**config.mk**
```make
export PLATFORM = sky130hd
export DESIGN_NAME = aes_v1_round_seq
export DESIGN_NICKNAME = d
export VERILOG_FILES = /design/src/rtl/aes_v1_round_seq.sv
export SDC_FILE = /design/constraint.sdc
export NUM_CORES = 1
export LEC_CHECK = 0
export ABC_AREA = 1
export BUFFER_PORTS_ARGS = -buffer_cell sky130_fd_sc_hd__buf_4
export CAP_MARGIN = 40
export CORE_AREA = 2 2 176 178
export DETAILED_ROUTE_END_ITERATION = 8
export DIE_AREA = 0 0 178 180
export PLACE_DENSITY_LB_ADDON = 0.15
export SLEW_MARGIN = 0
export SYNTH_ARGS = -nofsm -noshare
export SYNTH_HDL_FRONTEND = slang
export SYNTH_SLANG_ARGS = --single-unit
```
**constraint.sdc**
```tcl
create_clock -name g_clk -period 2.5 [get_ports g_clk]
set_clock_uncertainty 0.05 [all_clocks]
set_input_delay 0.25 -clock g_clk [delete_from_list [all_inputs] [get_ports g_clk]]
set_output_delay 0.25 -clock g_clk [all_outputs]
set_load 0.01 [all_outputs]
```
**src/rtl/aes_v1_round_seq.sv**
```systemverilog
// aes_v1_round_seq: sequences one AES round over an external SubBytes/MixColumns column unit
module aes_v1_round_seq #(
    parameter int DECRYPT_EN = 1
) (
    input  logic         g_clk,
    input  logic         g_resetn,
    input  logic         start,
    input  logic         dec,
    input  logic         last,
    input  logic [127:0] state_in,
    input  logic [127:0] rkey,
    output logic         busy,
    output logic         done,
    output logic [127:0] state_out,
    output logic         cu_valid,
    output logic         cu_dec,
    output logic         cu_mix,
    output logic [31:0]  cu_rs1,
    input  logic         cu_ready,
    input  logic [31:0]  cu_rd
);
    localparam logic [2:0] IDLE = 3'd0, SR = 3'd1, SB = 3'd2, MC = 3'd3, ARK = 3'd4, DONE = 3'd5;
    logic [2:0]   st;
    logic [1:0]   col;
    logic [127:0] w, sr_fwd, sr_inv;
    logic         dec_q, last_q, dec_eff;
    assign dec_eff   = dec && (DECRYPT_EN != 0);
    assign busy      = st != IDLE;
    assign done      = st == DONE;
    assign state_out = w;
    assign cu_valid  = st == SB || st == MC;
    assign cu_mix    = st == MC;
    assign cu_dec    = dec_q;
    assign cu_rs1    = w[32*col +: 32];
    // Row r of column c comes from column c+r (encrypt) or c-r (decrypt).
    genvar c, r;
    for (c = 0; c < 4; c++) begin : g_col
        for (r = 0; r < 4; r++) begin : g_row
            assign sr_fwd[32*c+8*r +: 8] = w[32*((c+r)%4)+8*r +: 8];
            assign sr_inv[32*c+8*r +: 8] = w[32*((c+4-r)%4)+8*r +: 8];
        end
    end
    always_ff @(posedge g_clk) begin
        if (!g_resetn) begin
            st     <= IDLE;
            col    <= '0;
            w      <= '0;
            dec_q  <= 1'b0;
            last_q <= 1'b0;
        end else begin
            case (st)
                IDLE: if (start) begin
                    w      <= state_in;
                    dec_q  <= dec_eff;
                    last_q <= last;
                    col    <= '0;
                    st     <= dec_eff ? SR : SB;
                end
                SR: begin
                    w  <= dec_q ? sr_inv : sr_fwd;
                    st <= dec_q ? SB : (last_q ? ARK : MC);
                end
                SB, MC: if (cu_ready) begin
                    w[32*col +: 32] <= cu_rd;
                    col             <= col + 2'd1;
                    if (col == 2'd3)
                        st <= (st == SB) ? (dec_q ? ARK : SR) : (dec_q ? DONE : ARK);
                end
                ARK: begin
                    w  <= w ^ rkey;
                    st <= (dec_q && !last_q) ? MC : DONE;
                end
                default: st <= IDLE;
            endcase
        end
    end
endmodule

```
==> flow_summary_export.csv <==
group,metric,value,unit
status,status,"finished, final reports clean",
floorplanning,die_y,180,um
sta,setup_violations,0,
setup_path,cpMaxStageDelayCell,"dfxtp_1",
clocking,path_clk_slew,70,ps
logic_synthesis,synth_top_area_share,21.2,%
sta,min_period_over_period,91.5,%
setup_path,crit_chain,"nand2_4 -> buf_4 -> nor2_1 -> buf_4",
setup_path,worstPathArrival,1990,ps
floorplanning,die_w,178,um
grt,grt_max_degree,95,
power_and_ir_drop,power_density,1240,nW/um2
placement,place.gp.congestion,0.949,
placement,pre_cts_ws,251,ps
worst_hold_path,min_path_type,"in2reg",
floorplanning,pin_count,459,
route,avgViaCountPerCell,5.52,
logic_synthesis,synthDistinctLibCells,33,
logic_synthesis,synthMuxAreaShare,0,%
placement,place.port_buffers,458,
setup_path,setup.worst_path.class,"reg2out",
floorplanning,fp.coreArea,30200,um2
final_layout,final_layout_size_suffix_gt1_share,21.0,%
final_layout,fin_nets,3103,
clocking,cts_tree,"built",
route,wl,59200,um
setup_path,crit_buf_inv,2,
clocking,clk_path_buf_depth,2,
clocking,htreeDepth,4,
logic_synthesis,syn_inst,2426,
clocking,clk_latency,440,ps
power_and_ir_drop,max-vdd-ir-drop,0.606,mV
setup_path,worst-path-max-fanout,20,
final_layout,register_area,2710,um2
final_layout,num-fill-cells,3082,
final_layout,stdcell_count,3215,
sta,worst_slew_pin_slew,584,ps
power_and_ir_drop,leakage,8.46,nW
logic_synthesis,synth.cell_area,12900,um2
sta,fmax,437,MHz
route,drtIter0Drc,1793,
logic_synthesis,synth_top_area_cell,"nand2_1",
route,dr.pass1.iters,6,
logic_synthesis,synth_fp_nets,2726,
route,dr_total_vias,17800,
floorplanning,start_util,42.9,%
setup_path,slowest_delay,510,ps
route,final_antenna_net_count,0,
floorplanning,dieArea,32000,um2
placement,dp_cells,3179,
route,drc,0,
logic_synthesis,synth_top_family_by_area,"simple AND/OR/NAND/NOR gates",
power_and_ir_drop,power.total,21.5,mW
setup_path,cp-end-kind,"primary output",
final_layout,multiInputGateArea,8820,um2
final_layout,area_delta_synth_final,34.1,%
setup_path,critPathLaunchType,"register",
setup_path,cpMostUsedCell,"buf_4",
sta,setup_slack,213,ps
sta,tns,0,ps
sta,rsz0062_at_grt,"false",
sta,slew_headroom,61.0,%
grt,grt_pass1_vias,16300,
logic_synthesis,synth_ff_type,"dfxtp_1",
logic_synthesis,synthSimpleGateAreaFrac,39.4,%
sta,hold_viol_final,0,
logic_synthesis,ys_async_sr_fraction,0,%
grt,gr-usage-all-layers,35.5,%
setup_path,required,2200,ps
clocking,cts_setup_buffers,0,
logic_synthesis,synth-edff-count,0,
logic_synthesis,ys_seq_elements,135,
route,wl_per_cell,18.4,um
logic_synthesis,yosys_warnings,0,
clocking,cts-root-buf,"clkbuf_16",
sta,finalMaxSlewViolations,0,
logic_synthesis,yosysSeqAreaShare,20.9,%
clocking,clkSinkCount,135,
logic_synthesis,synth_common_cells,"nand2_1, nor2_1, a21oi_1",
logic_synthesis,avgSynthCellArea,5.33,um2
setup_path,cp_top_family,"simple AND/OR/NAND/NOR gates",
logic_synthesis,synth_compound_area_share,23.9,%
grt,antenna_found_initial,3,
logic_synthesis,synth_area_leaders,"nand2_1, dfxtp_1, nor2_1",
final_layout,fin_util,57.4,%
grt,overflow,0,
clocking,cts_made_buffers,17,
floorplanning,rows,64,
logic_synthesis,yosysMostFrequentCell,"nand2_1",
job,cap_violations,0,
grt,grt_pass1_wl,90100,um
logic_synthesis,synthAdderAreaFrac,0.580,%
sta,fin_crit,2290,ps
logic_synthesis,synth_xor_xnor_area_share,3.93,%
placement,hpwl,41100,um
## routing by layer
metal  routed length [um]  part of all wire [%]  vias to the layer above  track usage, %
met3                 5930                    10                      121            6.15
met5                    0                     0                        -               0
met2                27400                    46                     1044            56.8
met4                 1720                   2.9                        0            13.9
met1                24200                    41                     8063            47.4
li1                     -                     -                     8529               -
## per-stage QoR
stage	hold slack, ps	cell area (um2)
after floorplan	312	12900
after global placement	424	16800
after detailed placement	428	16800
after CTS	30.4	17300
after global routing	43.5	17300
final	37.3	17300
## logic make-up (layout without fill, tap and decap cells)
| group | Yosys count | count (layout) |
|---|---|---|
| adders and majority gates | 6 | 6 |
| buffers and inverters | 364 | 754 |
| and+or+nand+nor | 1282 | 1282 |
| DFF | 135 | 135 |
| other | 0 | 3 |
| AOI/OAI and AO/OA | 581 | 581 |
| xor gates and xnor gates | 58 | 58 |
## sequential cells by signal, indices dropped and copies added (netlist names)
register,count
col,2
cu_dec,1
last_q,1
st,3
state_out,128
## repair_timing
action | CTS | global route
hold endpoints to repair | 1 | 0
endpoints found under the setup margin | 0 | 2
hold buffers | 1 | 0
gates resized for setup | 0 | 2
## cell type report
cell class              count  area share (%)
well taps                 396            2.86
clock inverters            14           0.664
repair buffers            517            23.0
multi-input cells        1927            50.9
clock buffers              18            2.47
flip-flops and latches    135            15.6
diodes                      3          0.0433
inverters                 205            4.44
## path summary, 6_finish.rpt
path	start	end	slack (ps)	depth (start not counted)
hold / removal	state_in[100]	state_out[100]	40	3
setup reg to reg	col[0]	state_out[49]	260	10
setup / recovery	st[1]	cu_mix	210	4
hold reg to reg	state_out[63]	state_out[63]	460	2
## where the power goes
group	switching [mW]	leakage, nW	total, mW	internal (mW)
clock	1.19	0.259	2.48	1.29
sequential	1.72	1.12	4.79	3.07
combinational	8.75	7.08	14.2	5.44
## tightest hold or removal path: cells and delay by family
kind                   cells  cell delay (ps)
buffers and inverters      1               80
AO/OA/AOI/OAI              2              170
## cell usage in the layout (no fill, tap or decap), drive strengths merged
cell type / n
or2: 15
xor2: 15
a31oi: 1
dfxtp: 135
nand2: 734
a221oi: 1
nand3: 91
ha: 6
o21a: 1
buf: 516
nand3b: 1
o21ai: 219
nor3: 36
xnor2: 43
o211ai: 47
inv: 209
nand4: 5
diode: 3
clkinv: 7
dlygate4sd3: 1
o22ai: 39
clkinvlp: 3
and2: 7
clkbuf: 18
nor2: 393
a21oi: 273
Note: power is estimated with default switching activity, not from simulation.
